--- src/rtl/accel_job_sequencer_if.sv ---
// Avalon-MM master and datapath valid/ready streams used by the job sequencer.
// The master modport is the sequencer side; slave is the memory/datapath side.
interface accel_job_sequencer_if;
  logic [31:0] AVM_ADDRESS;
  logic        AVM_READ;
  logic        AVM_WRITE;
  logic [31:0] AVM_WRITEDATA;
  logic        AVM_WAITREQUEST;
  logic [31:0] AVM_READDATA;
  logic        AVM_READDATAVALID;
  logic [31:0] DP_IN_DATA;
  logic        DP_IN_VALID;
  logic        DP_IN_READY;
  logic [31:0] DP_OUT_DATA;
  logic        DP_OUT_VALID;
  logic        DP_OUT_READY;

  modport master (
    output AVM_ADDRESS, AVM_READ, AVM_WRITE, AVM_WRITEDATA,
    input  AVM_WAITREQUEST, AVM_READDATA, AVM_READDATAVALID,
    output DP_IN_DATA, DP_IN_VALID, DP_OUT_READY,
    input  DP_IN_READY, DP_OUT_DATA, DP_OUT_VALID
  );

  modport slave (
    input  AVM_ADDRESS, AVM_READ, AVM_WRITE, AVM_WRITEDATA,
    output AVM_WAITREQUEST, AVM_READDATA, AVM_READDATAVALID,
    input  DP_IN_DATA, DP_IN_VALID, DP_OUT_READY,
    output DP_IN_READY, DP_OUT_DATA, DP_OUT_VALID
  );
endinterface

--- src/rtl/accel_job_sequencer.sv ---
// Runs NUM jobs of SIZE words: read source word, push through datapath, write result.
// Every output is a register loaded from the next-state decode, so no input reaches an output combinationally.
module accel_job_sequencer (
  input  logic        CSI_CLOCK_CLK,
  input  logic        CSI_CLOCK_RESET,
  input  logic        START,
  input  logic [18:0] SIZE,
  input  logic [10:0] NUM,
  input  logic [31:0] SRC_BASE,
  input  logic [31:0] DST_BASE,
  output logic        DONE,
  output logic        BUSY,
  output logic [10:0] JOB_IDX,
  accel_job_sequencer_if.master bus
);

  typedef enum logic [2:0] {
    IDLE, RD_REQ, RD_WAIT, DP_PUSH, DP_PULL, WR_REQ, ADVANCE, FIN
  } state_t;

  state_t      state_q, state_d;
  logic [18:0] wordCnt_q, wordCnt_d;
  logic [10:0] jobCnt_q, jobCnt_d;
  logic [31:0] off_q, off_d;
  logic [31:0] srcBase_q, srcBase_d;
  logic [31:0] dstBase_q, dstBase_d;
  logic [31:0] operand_q, operand_d;
  logic [31:0] result_q, result_d;
  logic [31:0] addr_q, addr_d;
  logic        startPrev_q, startEdge_q;
  logic        read_q, write_q, inValid_q, outReady_q, done_q, busy_q;

  always_comb begin
    state_d   = state_q;
    wordCnt_d = wordCnt_q;
    jobCnt_d  = jobCnt_q;
    off_d     = off_q;
    srcBase_d = srcBase_q;
    dstBase_d = dstBase_q;
    operand_d = operand_q;
    result_d  = result_q;
    case (state_q)
      IDLE: begin
        if (startEdge_q) begin
          wordCnt_d = '0;
          jobCnt_d  = '0;
          off_d     = '0;
          srcBase_d = SRC_BASE;
          dstBase_d = DST_BASE;
          state_d   = (SIZE == 19'd0 || NUM == 11'd0) ? FIN : RD_REQ;
        end
      end
      RD_REQ:  if (!bus.AVM_WAITREQUEST) state_d = RD_WAIT;
      RD_WAIT: begin
        if (bus.AVM_READDATAVALID) begin
          operand_d = bus.AVM_READDATA;
          state_d   = DP_PUSH;
        end
      end
      DP_PUSH: if (bus.DP_IN_READY) state_d = DP_PULL;
      DP_PULL: begin
        if (bus.DP_OUT_VALID) begin
          result_d = bus.DP_OUT_DATA;
          state_d  = WR_REQ;
        end
      end
      WR_REQ:  if (!bus.AVM_WAITREQUEST) state_d = ADVANCE;
      ADVANCE: begin
        off_d = off_q + 32'd4;
        if (wordCnt_q == SIZE - 19'd1) begin
          wordCnt_d = '0;
          jobCnt_d  = jobCnt_q + 11'd1;
          state_d   = (jobCnt_q == NUM - 11'd1) ? FIN : RD_REQ;
        end else begin
          wordCnt_d = wordCnt_q + 19'd1;
          state_d   = RD_REQ;
        end
      end
      FIN:     if (!START) state_d = IDLE;
      default: state_d = IDLE;
    endcase
  end

  // Address is a pure function of the next state so it stays stable through stalls.
  always_comb begin
    addr_d = '0;
    if (state_d == RD_REQ)      addr_d = srcBase_d + off_d;
    else if (state_d == WR_REQ) addr_d = dstBase_d + off_d;
  end

  // A level already high when reset releases must not look like an edge, hence startPrev_q tracks START in reset.
  always_ff @(posedge CSI_CLOCK_CLK) begin
    if (CSI_CLOCK_RESET) begin
      state_q     <= IDLE;
      wordCnt_q   <= '0;
      jobCnt_q    <= '0;
      off_q       <= '0;
      srcBase_q   <= '0;
      dstBase_q   <= '0;
      operand_q   <= '0;
      result_q    <= '0;
      addr_q      <= '0;
      startPrev_q <= START;
      startEdge_q <= 1'b0;
      read_q      <= 1'b0;
      write_q     <= 1'b0;
      inValid_q   <= 1'b0;
      outReady_q  <= 1'b0;
      done_q      <= 1'b0;
      busy_q      <= 1'b0;
    end else begin
      state_q     <= state_d;
      wordCnt_q   <= wordCnt_d;
      jobCnt_q    <= jobCnt_d;
      off_q       <= off_d;
      srcBase_q   <= srcBase_d;
      dstBase_q   <= dstBase_d;
      operand_q   <= operand_d;
      result_q    <= result_d;
      addr_q      <= addr_d;
      startPrev_q <= START;
      startEdge_q <= START & ~startPrev_q;
      read_q      <= (state_d == RD_REQ);
      write_q     <= (state_d == WR_REQ);
      inValid_q   <= (state_d == DP_PUSH);
      outReady_q  <= (state_d == DP_PULL);
      done_q      <= (state_d == FIN);
      busy_q      <= (state_d != IDLE) && (state_d != FIN);
    end
  end

  assign bus.AVM_ADDRESS   = addr_q;
  assign bus.AVM_READ      = read_q;
  assign bus.AVM_WRITE     = write_q;
  assign bus.AVM_WRITEDATA = result_q;
  assign bus.DP_IN_DATA    = operand_q;
  assign bus.DP_IN_VALID   = inValid_q;
  assign bus.DP_OUT_READY  = outReady_q;
  assign DONE              = done_q;
  assign BUSY              = busy_q;
  assign JOB_IDX           = jobCnt_q;

endmodule
--- src/flat_wrapper.sv ---
// flat-port wrapper written by rule: the top's interface ports become plain ports
module accel_job_sequencer_flat 
  (CSI_CLOCK_CLK, CSI_CLOCK_RESET, START, SIZE, NUM, SRC_BASE, DST_BASE, DONE, BUSY, JOB_IDX, bus_AVM_ADDRESS, bus_AVM_READ, bus_AVM_WRITE, bus_AVM_WRITEDATA, bus_AVM_WAITREQUEST, bus_AVM_READDATA, bus_AVM_READDATAVALID, bus_DP_IN_DATA, bus_DP_IN_VALID, bus_DP_OUT_READY, bus_DP_IN_READY, bus_DP_OUT_DATA, bus_DP_OUT_VALID);
  accel_job_sequencer_if bus_i ();
  input  logic CSI_CLOCK_CLK;
  input  logic CSI_CLOCK_RESET;
  input  logic START;
  input  logic [18:0] SIZE;
  input  logic [10:0] NUM;
  input  logic [31:0] SRC_BASE;
  input  logic [31:0] DST_BASE;
  output logic DONE;
  output logic BUSY;
  output logic [10:0] JOB_IDX;
  output wire logic [$bits(bus_i.AVM_ADDRESS)-1:0] bus_AVM_ADDRESS;
  output wire logic [$bits(bus_i.AVM_READ)-1:0] bus_AVM_READ;
  output wire logic [$bits(bus_i.AVM_WRITE)-1:0] bus_AVM_WRITE;
  output wire logic [$bits(bus_i.AVM_WRITEDATA)-1:0] bus_AVM_WRITEDATA;
  input wire logic [$bits(bus_i.AVM_WAITREQUEST)-1:0] bus_AVM_WAITREQUEST;
  input wire logic [$bits(bus_i.AVM_READDATA)-1:0] bus_AVM_READDATA;
  input wire logic [$bits(bus_i.AVM_READDATAVALID)-1:0] bus_AVM_READDATAVALID;
  output wire logic [$bits(bus_i.DP_IN_DATA)-1:0] bus_DP_IN_DATA;
  output wire logic [$bits(bus_i.DP_IN_VALID)-1:0] bus_DP_IN_VALID;
  output wire logic [$bits(bus_i.DP_OUT_READY)-1:0] bus_DP_OUT_READY;
  input wire logic [$bits(bus_i.DP_IN_READY)-1:0] bus_DP_IN_READY;
  input wire logic [$bits(bus_i.DP_OUT_DATA)-1:0] bus_DP_OUT_DATA;
  input wire logic [$bits(bus_i.DP_OUT_VALID)-1:0] bus_DP_OUT_VALID;
  assign bus_AVM_ADDRESS = bus_i.AVM_ADDRESS;
  assign bus_AVM_READ = bus_i.AVM_READ;
  assign bus_AVM_WRITE = bus_i.AVM_WRITE;
  assign bus_AVM_WRITEDATA = bus_i.AVM_WRITEDATA;
  assign bus_i.AVM_WAITREQUEST = bus_AVM_WAITREQUEST;
  assign bus_i.AVM_READDATA = bus_AVM_READDATA;
  assign bus_i.AVM_READDATAVALID = bus_AVM_READDATAVALID;
  assign bus_DP_IN_DATA = bus_i.DP_IN_DATA;
  assign bus_DP_IN_VALID = bus_i.DP_IN_VALID;
  assign bus_DP_OUT_READY = bus_i.DP_OUT_READY;
  assign bus_i.DP_IN_READY = bus_DP_IN_READY;
  assign bus_i.DP_OUT_DATA = bus_DP_OUT_DATA;
  assign bus_i.DP_OUT_VALID = bus_DP_OUT_VALID;
  accel_job_sequencer u_core (.CSI_CLOCK_CLK(CSI_CLOCK_CLK), .CSI_CLOCK_RESET(CSI_CLOCK_RESET), .START(START), .SIZE(SIZE), .NUM(NUM), .SRC_BASE(SRC_BASE), .DST_BASE(DST_BASE), .DONE(DONE), .BUSY(BUSY), .JOB_IDX(JOB_IDX), .bus(bus_i));
endmodule
--- config.mk ---
export PLATFORM = sky130hd
export DESIGN_NAME = accel_job_sequencer_flat
export DESIGN_NICKNAME = d
export VERILOG_FILES = /design/src/rtl/accel_job_sequencer_if.sv /design/src/rtl/accel_job_sequencer.sv /design/src/flat_wrapper.sv
export SDC_FILE = /design/constraint.sdc
export NUM_CORES = 1
export LEC_CHECK = 0
export BUFFER_PORTS_ARGS = -buffer_cell sky130_fd_sc_hd__buf_4
export CAP_MARGIN = 20
export CORE_MARGIN = 10
export CORE_UTILIZATION = 45
export CTS_CLUSTER_DIAMETER = 120
export DETAILED_ROUTE_END_ITERATION = 12
export PLACE_DENSITY_LB_ADDON = 0.3
export SLEW_MARGIN = 10
export SYNTH_ARGS = -nofsm -noshare
export SYNTH_HDL_FRONTEND = slang
export SYNTH_SLANG_ARGS = --single-unit
--- constraint.sdc ---
create_clock -name CSI_CLOCK_CLK -period 5.9 [get_ports CSI_CLOCK_CLK]
set_input_delay 0.885 -clock CSI_CLOCK_CLK [delete_from_list [all_inputs] [get_ports CSI_CLOCK_CLK]]
set_output_delay 0.885 -clock CSI_CLOCK_CLK [all_outputs]
set_load 0.01 [all_outputs]
-- Word-level counts from Yosys, hierarchy flattened
Index checks and enable logic that the tools add are counted.
- eq/ne operators: 17
- bitwise gates (word level): 2
- add/sub/neg operators: 7
- mux-type cells: 25
- reduce and logical (&&, ||, !) cells: 11
- operator list (operator ; number):
    2-to-1 mux 32 bit ; 7
    adder 32 bit ; 2
    one-hot mux 32 bit (2 select lines) ; 1
    2-to-1 mux 19 bit ; 2
    one-hot mux 19 bit (2 select lines) ; 1
    adder 32 x 3 -> 32 bit, second input constant ; 1
    2-to-1 mux 3 bit ; 10
    one-hot mux 3 bit (8 select lines) ; 1
    2-to-1 mux 11 bit ; 2
    one-hot mux 11 bit (2 select lines) ; 1
    == test 3 bit, second input constant ; 7
    adder 19 x 1 -> 19 bit, second input constant ; 1
    == test 19 bit ; 1
    zero test 19 bit ; 1
    subtractor 19 x 1 -> 19 bit, second input constant ; 1
    adder 11 x 1 -> 11 bit, second input constant ; 1
    == test 11 bit ; 1
    zero test 11 bit ; 1
    subtractor 11 x 1 -> 11 bit, second input constant ; 1
    == test 3 x 2 -> 1 bit, second input constant ; 3
    == test 3 x 1 -> 1 bit, second input constant ; 2
    AND reduction 2 bit ; 3
    != test 2 x 1 -> 1 bit, second input constant ; 2
    zero test 3 bit ; 1
    8 further kinds ; 8
- bits in registers: 233
- word-level logic and storage cells: 79
- input bits: 165
- output and inout port bits: 113

-- Depth between registers and ports, before layout
Gate-level depths: netlist of run 1.
- depth after elaboration: 8
- depth in mapped cells: 20

-- Least setup slack after synthesis of run 1
OpenSTA, ideal clock, no wires.
- path kind: input -> register
- from: input port SIZE[0]
- to: register u_core.addr_q[21] (netlist: u_core.bus.AVM_ADDRESS[21])
- stages on the path: 14
- buffers on the path: 3
- slack: 1.580 ns
- library setup time: 0.117 ns
- data required time: 5.783 ns
- arrival: 4.203 ns
- path through: clkbuf_1 > inv_1 > ha_1 > or4b_4 > or3_1 > a2111oi_2 > o221ai_1 > or4b_4 > a2111oi_2 > or3_1 > buf_4 > buf_8 > mux2i_1 > nor2_1
- word-level cells in the longest chain between the ends: 8
- ends and longest elaborated chain (item ; line ; RTL):
    start, declared ; flat_wrapper.sv:8 ; input logic [18:0] SIZE;
    parallel branches: the longest is 4 deep, another holds subtractor 19 x 1 -> 19 bit ; -- ;
    one-hot mux 3 bit (8 select lines) (*) ; accel_job_sequencer.sv:42 ; case (state_q)
    == test 3 bit ; accel_job_sequencer.sv:88 ; else if (state_d == WR_REQ) addr_d = dstBase_d + off_d;
    2-to-1 mux 32 bit ; accel_job_sequencer.sv:88 ;
    2-to-1 mux 32 bit (*) ; accel_job_sequencer.sv:87 ; if (state_d == RD_REQ) addr_d = srcBase_d + off_d;
    end signal, assigned ; accel_job_sequencer.sv:120 ; addr_q <= addr_d;
    end, declared ; accel_job_sequencer.sv:29 ; logic [31:0] addr_q, addr_d;
Every way passes the cells marked *.
A chain may end at the register's enable or synchronous reset.

-- Worst setup path after layout of run 1
- from: register u_core.state_q[0]
- to: register u_core.addr_q[30] (netlist: u_core.bus.AVM_ADDRESS[30])
- word-level cells in the longest chain between the ends: 5
- ends and longest elaborated chain (item ; line ; RTL):
    start, declared ; accel_job_sequencer.sv:21 ; state_t state_q, state_d;
    start signal, assigned ; accel_job_sequencer.sv:112 ; state_q <= state_d;
    == test 3 bit or zero test 3 bit (tied branches) ; accel_job_sequencer.sv:42 ;
    one-hot mux 32 bit (2 select lines) (*) ; accel_job_sequencer.sv:42 ;
    named net u_core.off_d[0] ; accel_job_sequencer.sv:24 ; logic [31:0] off_q, off_d;
    adder 32 bit ; accel_job_sequencer.sv:88 ;
    2-to-1 mux 32 bit ; accel_job_sequencer.sv:88 ;
    2-to-1 mux 32 bit (*) ; accel_job_sequencer.sv:87 ;
Mark *: on every way through the listed nets, which the timed path passes. The rest lies on a longest branch.

==> out/results.ini, run 1 <==
[cts]
clock_insertion_delay_worst_skew_ns = 0.53
clock_tree_from_tritoncts = done
ctsResizeCount = 0
cts.repair_timing.setup_buffer_count = 0
number_of_clock_sinks_seen_by_cts = 233
cts_inserted_buffers = 26
cts_htree_levels = 1
clock_tree.root_cell = clkbuf_16
post_cts_hold_buffer_count = 0
worst_setup_hold_path_clk_slew_ns = 0.06
clockBufferDepth = 3

[setup_path]
critPathRequiredTime_ns = 6.31
timing.critical_path.from_type = flip-flop
crit_path_cell_trace = nor2_1 > nand3_4 > buf_4 > and2_1 > ha_1 > inv_1 > fa_1 > nand2b_1 > a211oi_1 > o211ai_1 > a211oi_1 > a211oi_1 > a21oi_1 > a31oi_1 > xor2_1 > o22ai_1
type_of_destination_of_the_critical_path = flip-flop
critPathKind = reg2reg
slowest_delay_ns = 0.73
cell_type_of_the_slowest_stage_on_the_worst_timing_path = a211oi_1
r2r-start = u_core.state_q[0]
critPathMaxFanout = 45
reg2reg_depth = 16
reg2reg_to = u_core.bus.AVM_ADDRESS[30]
timing.critical_path.mode_cell = a211oi_1
cp.arrival_ns = 5.18
rrSetupSlack_ns = 1.12

[yosys]
ys_warn_count = 0
largest_family_of_logic_cells_by_synthesized_area = simple AND/OR/NAND/NOR gates
synth_area_leader_cell = dfxtp_1
synth.top_cell.area_share_pct = 35.4
synth.cell_area_sq_um = 13200
synth-compound-area-share_pct = 19.9
postSynthRegisterBits = 233
synth-edff-count = 0
xor_xnor_cell_area_share_of_the_yosys_netlist_pct = 6.78
synth_area_leaders = dfxtp_1 (35%), nand2_1 (11%), a21oi_1 (8.0%), ha_1 (6.4%), xnor2_1 (3.5%)
yosys.area_share.simple_pct = 26.6
netlist_instances = 1729
ys_dominant_reg_cell = dfxtp_1
synth_seq_area_share_pct = 35.4
synthDistinctLibCells = 69
synth_area_per_cell_sq_um = 7.62
syn_nets = 1963
post_synth_mux_area_share_pct = 1.62
yosys.area_share.adder_pct = 6.66
ys_async_sr_fraction_pct = 0

[timing]
final_period_minus_worst_setup_slack_ns = 4.78
grt_setup_unrepaired = false
maxClockFrequency_mhz = 209
final_max_slew_viol_count = 0
post_route_skew_ns = 0.0171
fin_worst_hold_slack_ns = 0.394
relSlewSlack_pct = 34.6
final-hold-violation-count = 0
setup_viol_count_final = 0
finalSetupTns_ns = 0
tightest_slew_ns = 0.981
min_period_over_period_pct = 80.9

[cells_and_area]
proportion_of_layout_cells_with_a_drive_suffix_above_1_pct = 17.6
n_antenna_cell = 0
fillerInstances = 2683
fin_cells = 2373
nets = 2208
utilization_pct = 56.9
layout_common_cells = nand2_1 (390), buf_4 (293), dfxtp_1 (233), a21oi_1 (212), nor2_1 (122)
layout-area-overhead-vs-synth_pct = 24.2
finish.instance_area_sq_um = 16400
final_common_cell = nand2_1

[routing]
detailedRoute.firstPassIterationCount = 8
detail_route.wl_per_cell_um = 16.9
vias_per_cell = 5.55
ant_nets = 0
drc = 0
drt_first_iter_violations = 1036
finalWirelength_um = 40200
dr_vias = 13200

[placement]
post-place-cells = 2330
place_area_sq_um = 15600
numPortBuffers = 277
gp_congestion = 0.923
hpwl_um = 30300

[power]
p_per_area_nw_per_um2 = 212
ir_drop_mv = 0.167
p_leak_nw = 7.05

[global_routing]
overflow = 0
grt.met2_usage_pct = 34.2
grt_pass1_vias = 12300
grt_max_degree = 91
grt_pass1_wl_um = 62700
grt.total_usage_pct = 20.5
use_met1_pct = 26.9
grt_met3_usage_pct = 3.72
antenna_violations_before_repair = 0
busiest_layer = met2

[die]
die_height_um = 191
placementRows = 62
core_area_sq_um = 28800
io_pins = 278
die-width_um = 191
design.die.area_sq_um = 36500
initial_utilization_pct = 45.8

[hold_path]
whs_endpoint = u_core.startEdge_q
worst_hold_path_type = reg2reg
worst_hold_path.num_cells = 1
worst_hold_startpoint = u_core.startPrev_q

[status]
outcome = completed

[job]
maxCapViolations = 0

## stage by stage
step                setup WS [ns]  total power [mW]
floorplan                    1.58              1.83
global placement            0.865              1.99
detailed placement          0.752              1.99
CTS                          1.22              3.49
global route                0.823              3.60
finish                       1.12              3.47
## worst max-delay path by stage
stage | from | endpoint | slack, ns | depth (start not counted)
final | u_core.state_q[0] | u_core.bus.AVM_ADDRESS[30] | 1.12 | 16
after global routing | u_core.state_q[0] | u_core.bus.AVM_ADDRESS[22] | 0.82 | 16
after CTS | u_core.state_q[0] | u_core.bus.AVM_ADDRESS[30] | 1.22 | 16
after detailed placement | SIZE[0] | u_core.BUSY | 0.75 | 13
after global placement | SIZE[0] | u_core.BUSY | 0.87 | 13
after floorplan | SIZE[0] | u_core.bus.AVM_ADDRESS[21] | 1.58 | 14
## synth_stat cells (30+ instances only)
cell type / count
a21oi_1: 212
nand3_1: 42
ha_1: 67
nand2_1: 390
dfxtp_1: 233
nor2_1: 122
xor2_1: 49
o21ai_0: 72
clkbuf_1: 67
nor2b_1: 36
xnor2_1: 53
nor3_1: 30
## cell families after synthesis
family,after synthesis
compound gates,438
xor+xnor,102
fa+ha+maj,69
buf+inv,103
flops,233
mux,21
simple gates,763
## where the power goes
part	leakage [nW]	total, mW	internal (mW)	switching, mW
logic	4.79	0.357	0.160	0.198
clock network	0.380	1.50	0.868	0.634
registers	1.88	1.61	1.60	0.00981
total	7.05	3.47	2.62	0.842
## critical path, delay by kind of cell (launching register included)
kind / cells / cell delay [ns]
fa+ha+maj: 2 / 0.61
compound gates: 7 / 2.08
buf+inv: 2 / 0.47
xor+xnor: 1 / 0.15
flops: 1 / 0.57
simple gates: 4 / 0.75
## layout make-up
cell class	instances	area [sq um]	share of cell area, %
clock buffers	38	747	4.56
well taps	384	480	2.93
multi-input cells	1393	8140	49.7
clock inverters	5	27.5	0.168
flip-flops and latches	233	4660	28.5
inverters	26	97.6	0.596
repair buffers	294	2220	13.6
## per-layer routing
metal | share of wire [%] | wire length (um)
met5 | 0 | 0
met2 | 47 | 18800
met4 | 2.2 | 883
met1 | 45 | 18100
met3 | 6.1 | 2470
## registers in the layout, indices dropped and copies added (netlist names), 3 cells and up
| name | flops |
|---|---|
| u_core.bus.AVM_WRITEDATA | 32 |
| u_core.off_q | 32 |
| u_core.wordCnt_q | 19 |
| u_core.JOB_IDX | 11 |
| u_core.bus.DP_IN_DATA | 32 |
| u_core.state_q | 3 |
| u_core.dstBase_q | 32 |
| u_core.bus.AVM_ADDRESS | 32 |
| u_core.srcBase_q | 32 |
No activity file was read; power rests on OpenSTA's default activity.
==> run 2, diff against run 1 <==
==> constraint.sdc (replaced) <==
create_clock -name CSI_CLOCK_CLK -period 4 [get_ports CSI_CLOCK_CLK]
set_input_delay 0.6 -clock CSI_CLOCK_CLK [delete_from_list [all_inputs] [get_ports CSI_CLOCK_CLK]]
set_output_delay 0.6 -clock CSI_CLOCK_CLK [all_outputs]
set_load 0.01 [all_outputs]
==> run 2 against run 1 <==
  * Non-clock buffer count grew 103
  * Worst hold slack lost 0.20 ns
  * Die area is the same
  * Via count grew 3.3%
  * Critical path type unchanged
  * Highest routed layer unchanged
==> out/results.ini, run 2 (synthesis results as in run 1) <==
[status]
outcome = completed

[setup_path]
reg2reg_to = u_core.bus.AVM_ADDRESS[27]
slowest_delay_ns = 0.42  ; -0.31 ns
critical_path.n_buffers_inverters = 3  ; +1
critPathMaxFanout = 6  ; -87%
reg2reg_depth = 18  ; +2
critPathRequiredTime_ns = 4.46  ; -1.85 ns
endpoint = u_core.bus.AVM_ADDRESS[27]
rrSetupSlack_ns = 0.17  ; -0.96 ns
critPathKind = reg2reg
timing.critical_path.from_type = flip-flop
cell_type_of_the_slowest_stage_on_the_worst_timing_path = ha_1
setup.worst_path.start = u_core.state_q[2]
path_depth = 18  ; +2
type_of_destination_of_the_critical_path = flip-flop
critical-path-top-delay-family = compound AO/OA/AOI/OAI gates
crit_path_cell_trace = inv_2 > nand2_1 > nor3_4 > nor2_1 > buf_4 > o21ai_1 > o31ai_2 > ha_1 > and4_1 > a21o_1 > a211o_1 > a31oi_1 > buf_4 > o31ai_4 > nand2_1 > and2_1 > o32a_1 > o22ai_1
cp.arrival_ns = 4.29  ; -0.89 ns
r2r-start = u_core.state_q[2]

[cts]
cts_inserted_buffers = 26  ; unchanged
clock_tree.root_cell = clkbuf_16
cts_htree_levels = 1  ; unchanged
number_of_clock_sinks_seen_by_cts = 233  ; unchanged
clock_tree_from_tritoncts = done
clockBufferDepth = 3  ; unchanged
clock_insertion_delay_worst_skew_ns = 0.54  ; about the same
worst_setup_hold_path_clk_slew_ns = 0.06  ; about the same

[die]
initial_utilization_pct = 45.8  ; unchanged
placementRows = 62  ; unchanged
die-width_um = 191  ; unchanged
design.die.area_sq_um = 36500  ; unchanged
io_pins = 278  ; unchanged
die_height_um = 191  ; unchanged
core_area_sq_um = 28800  ; unchanged

[timing]
min_period_over_period_pct = 95.8  ; +15 points
grt_setup_unrepaired = true
post_route_skew_ns = 0.0163  ; -0.000827 ns
final-hold-violation-count = 0  ; unchanged
finalSetupTns_ns = 0  ; unchanged
relSlewSlack_pct = 49.1  ; +14 points
final_max_slew_viol_count = 0  ; unchanged
setup_viol_count_final = 0  ; unchanged
final_period_minus_worst_setup_slack_ns = 3.83  ; -0.945 ns
tightest_slew_ns = 0.763  ; -0.217 ns
maxClockFrequency_mhz = 261  ; +25%

[global_routing]
grt_pass1_vias = 12700  ; +3.9%
grt_pass1_wl_um = 65400  ; +4.3%
grt.total_usage_pct = 21.4  ; +0.92 points
overflow = 0  ; unchanged
antenna_violations_before_repair = 0  ; unchanged
grt_max_degree = 72  ; -21%

[routing]
detail_route.wl_per_cell_um = 17.1  ; +0.70%
finalWirelength_um = 42300  ; +5.3%
ant_nets = 0  ; unchanged
detailedRoute.firstPassIterationCount = 6  ; -2
drc = 0  ; unchanged
dr_vias = 13600  ; +3.3%
drt_first_iter_violations = 931  ; -10%
vias_per_cell = 5.48  ; -1.2%

[hold_path]
worst_hold_path_type = in2reg

[power]
ir_drop_mv = 0.273  ; +63%
p_per_area_nw_per_um2 = 305  ; +44%
pnr_total_power_mw = 5.37  ; +55%
p_leak_nw = 7.65  ; +8.6%

[cells_and_area]
n_antenna_cell = 0  ; unchanged
layout-area-overhead-vs-synth_pct = 33.4
layout_common_cells = nand2_1 (389), buf_4 (387), dfxtp_1 (228), a21oi_1 (209), nor2_1 (117)
nets = 2311  ; +4.7%
proportion_of_layout_cells_with_a_drive_suffix_above_1_pct = 24.2  ; +6.6 points
fin_cells = 2481  ; +4.6%
utilization_pct = 61.1  ; +4.2 points
final_common_cell = nand2_1

[placement]
hpwl_um = 32000  ; +5.4%
post-place-cells = 2420  ; +3.9%
gp_congestion = 0.979  ; +6.0%
numPortBuffers = 277  ; unchanged

[job]
maxCapViolations = 0  ; unchanged

-- run 2: area by class of cell --
| class | count | area (sq um) |
|---|---|---|
| sequential | 233 | 4670 |
| inverter | 26 | 97.6 |
| tap | 384 | 480 |
| timing repair buffer | 397 | 3110 |
| clock buffer | 30 | 697 |
| clock inverter | 18 | 176 |
| fill | 2563 | 11200 |
| multi-input combinational | 1393 | 8360 |
-- run 2: how the worst min path moves through the flow --
| stage | cells past startpoint | endpoint | startpoint |
|---|---|---|---|
| after detailed placement | 1 | u_core.startEdge_q | u_core.startPrev_q |
| after global routing | 1 | u_core.startPrev_q | START |
| final | 1 | u_core.startPrev_q | START |
| after floorplan | 1 | u_core.startEdge_q | u_core.startPrev_q |
| after global placement | 1 | u_core.startEdge_q | u_core.startPrev_q |
| after CTS | 1 | u_core.startPrev_q | START |
-- run 2: routing by layer --
metal	vias to the layer above	global-route usage, %	share of wire [%]
met5	-	0	0
met2	375	36.3	48
li1	6783	-	-
met3	82	3.41	5.2
met1	6364	27.5	44
met4	0	6.25	2.7
-- run 2: report_power, final --
group / switching [mW] / internal [mW] / total, mW
clock: 1.04 / 1.39 / 2.43
combinational: 0.305 / 0.268 / 0.574
sequential: 0.0127 / 2.35 / 2.37
total: 1.36 / 4.02 / 5.37
-- run 2: what timing repair did --
action	CTS	global route
resized for setup	2	62
gates cloned	0	1
endpoints found under the setup margin	4	15
pin swaps	1	26
setup buffers	0	12
hold buffers	0	0
-- run 2: metrics by stage --
| stage | area (sq um) | hold WS [ns] | setup slack (ns) |
|---|---|---|---|
| floorplan | 13200 | 0.373 | 0.00418 |
| global placement | 16400 | 0.386 | -0.00443 |
| detailed placement | 16400 | 0.382 | -0.0964 |
| CTS | 17300 | 0.172 | 0.00792 |
| global route | 17600 | 0.172 | -0.0382 |
| finish | 17600 | 0.193 | 0.169 |
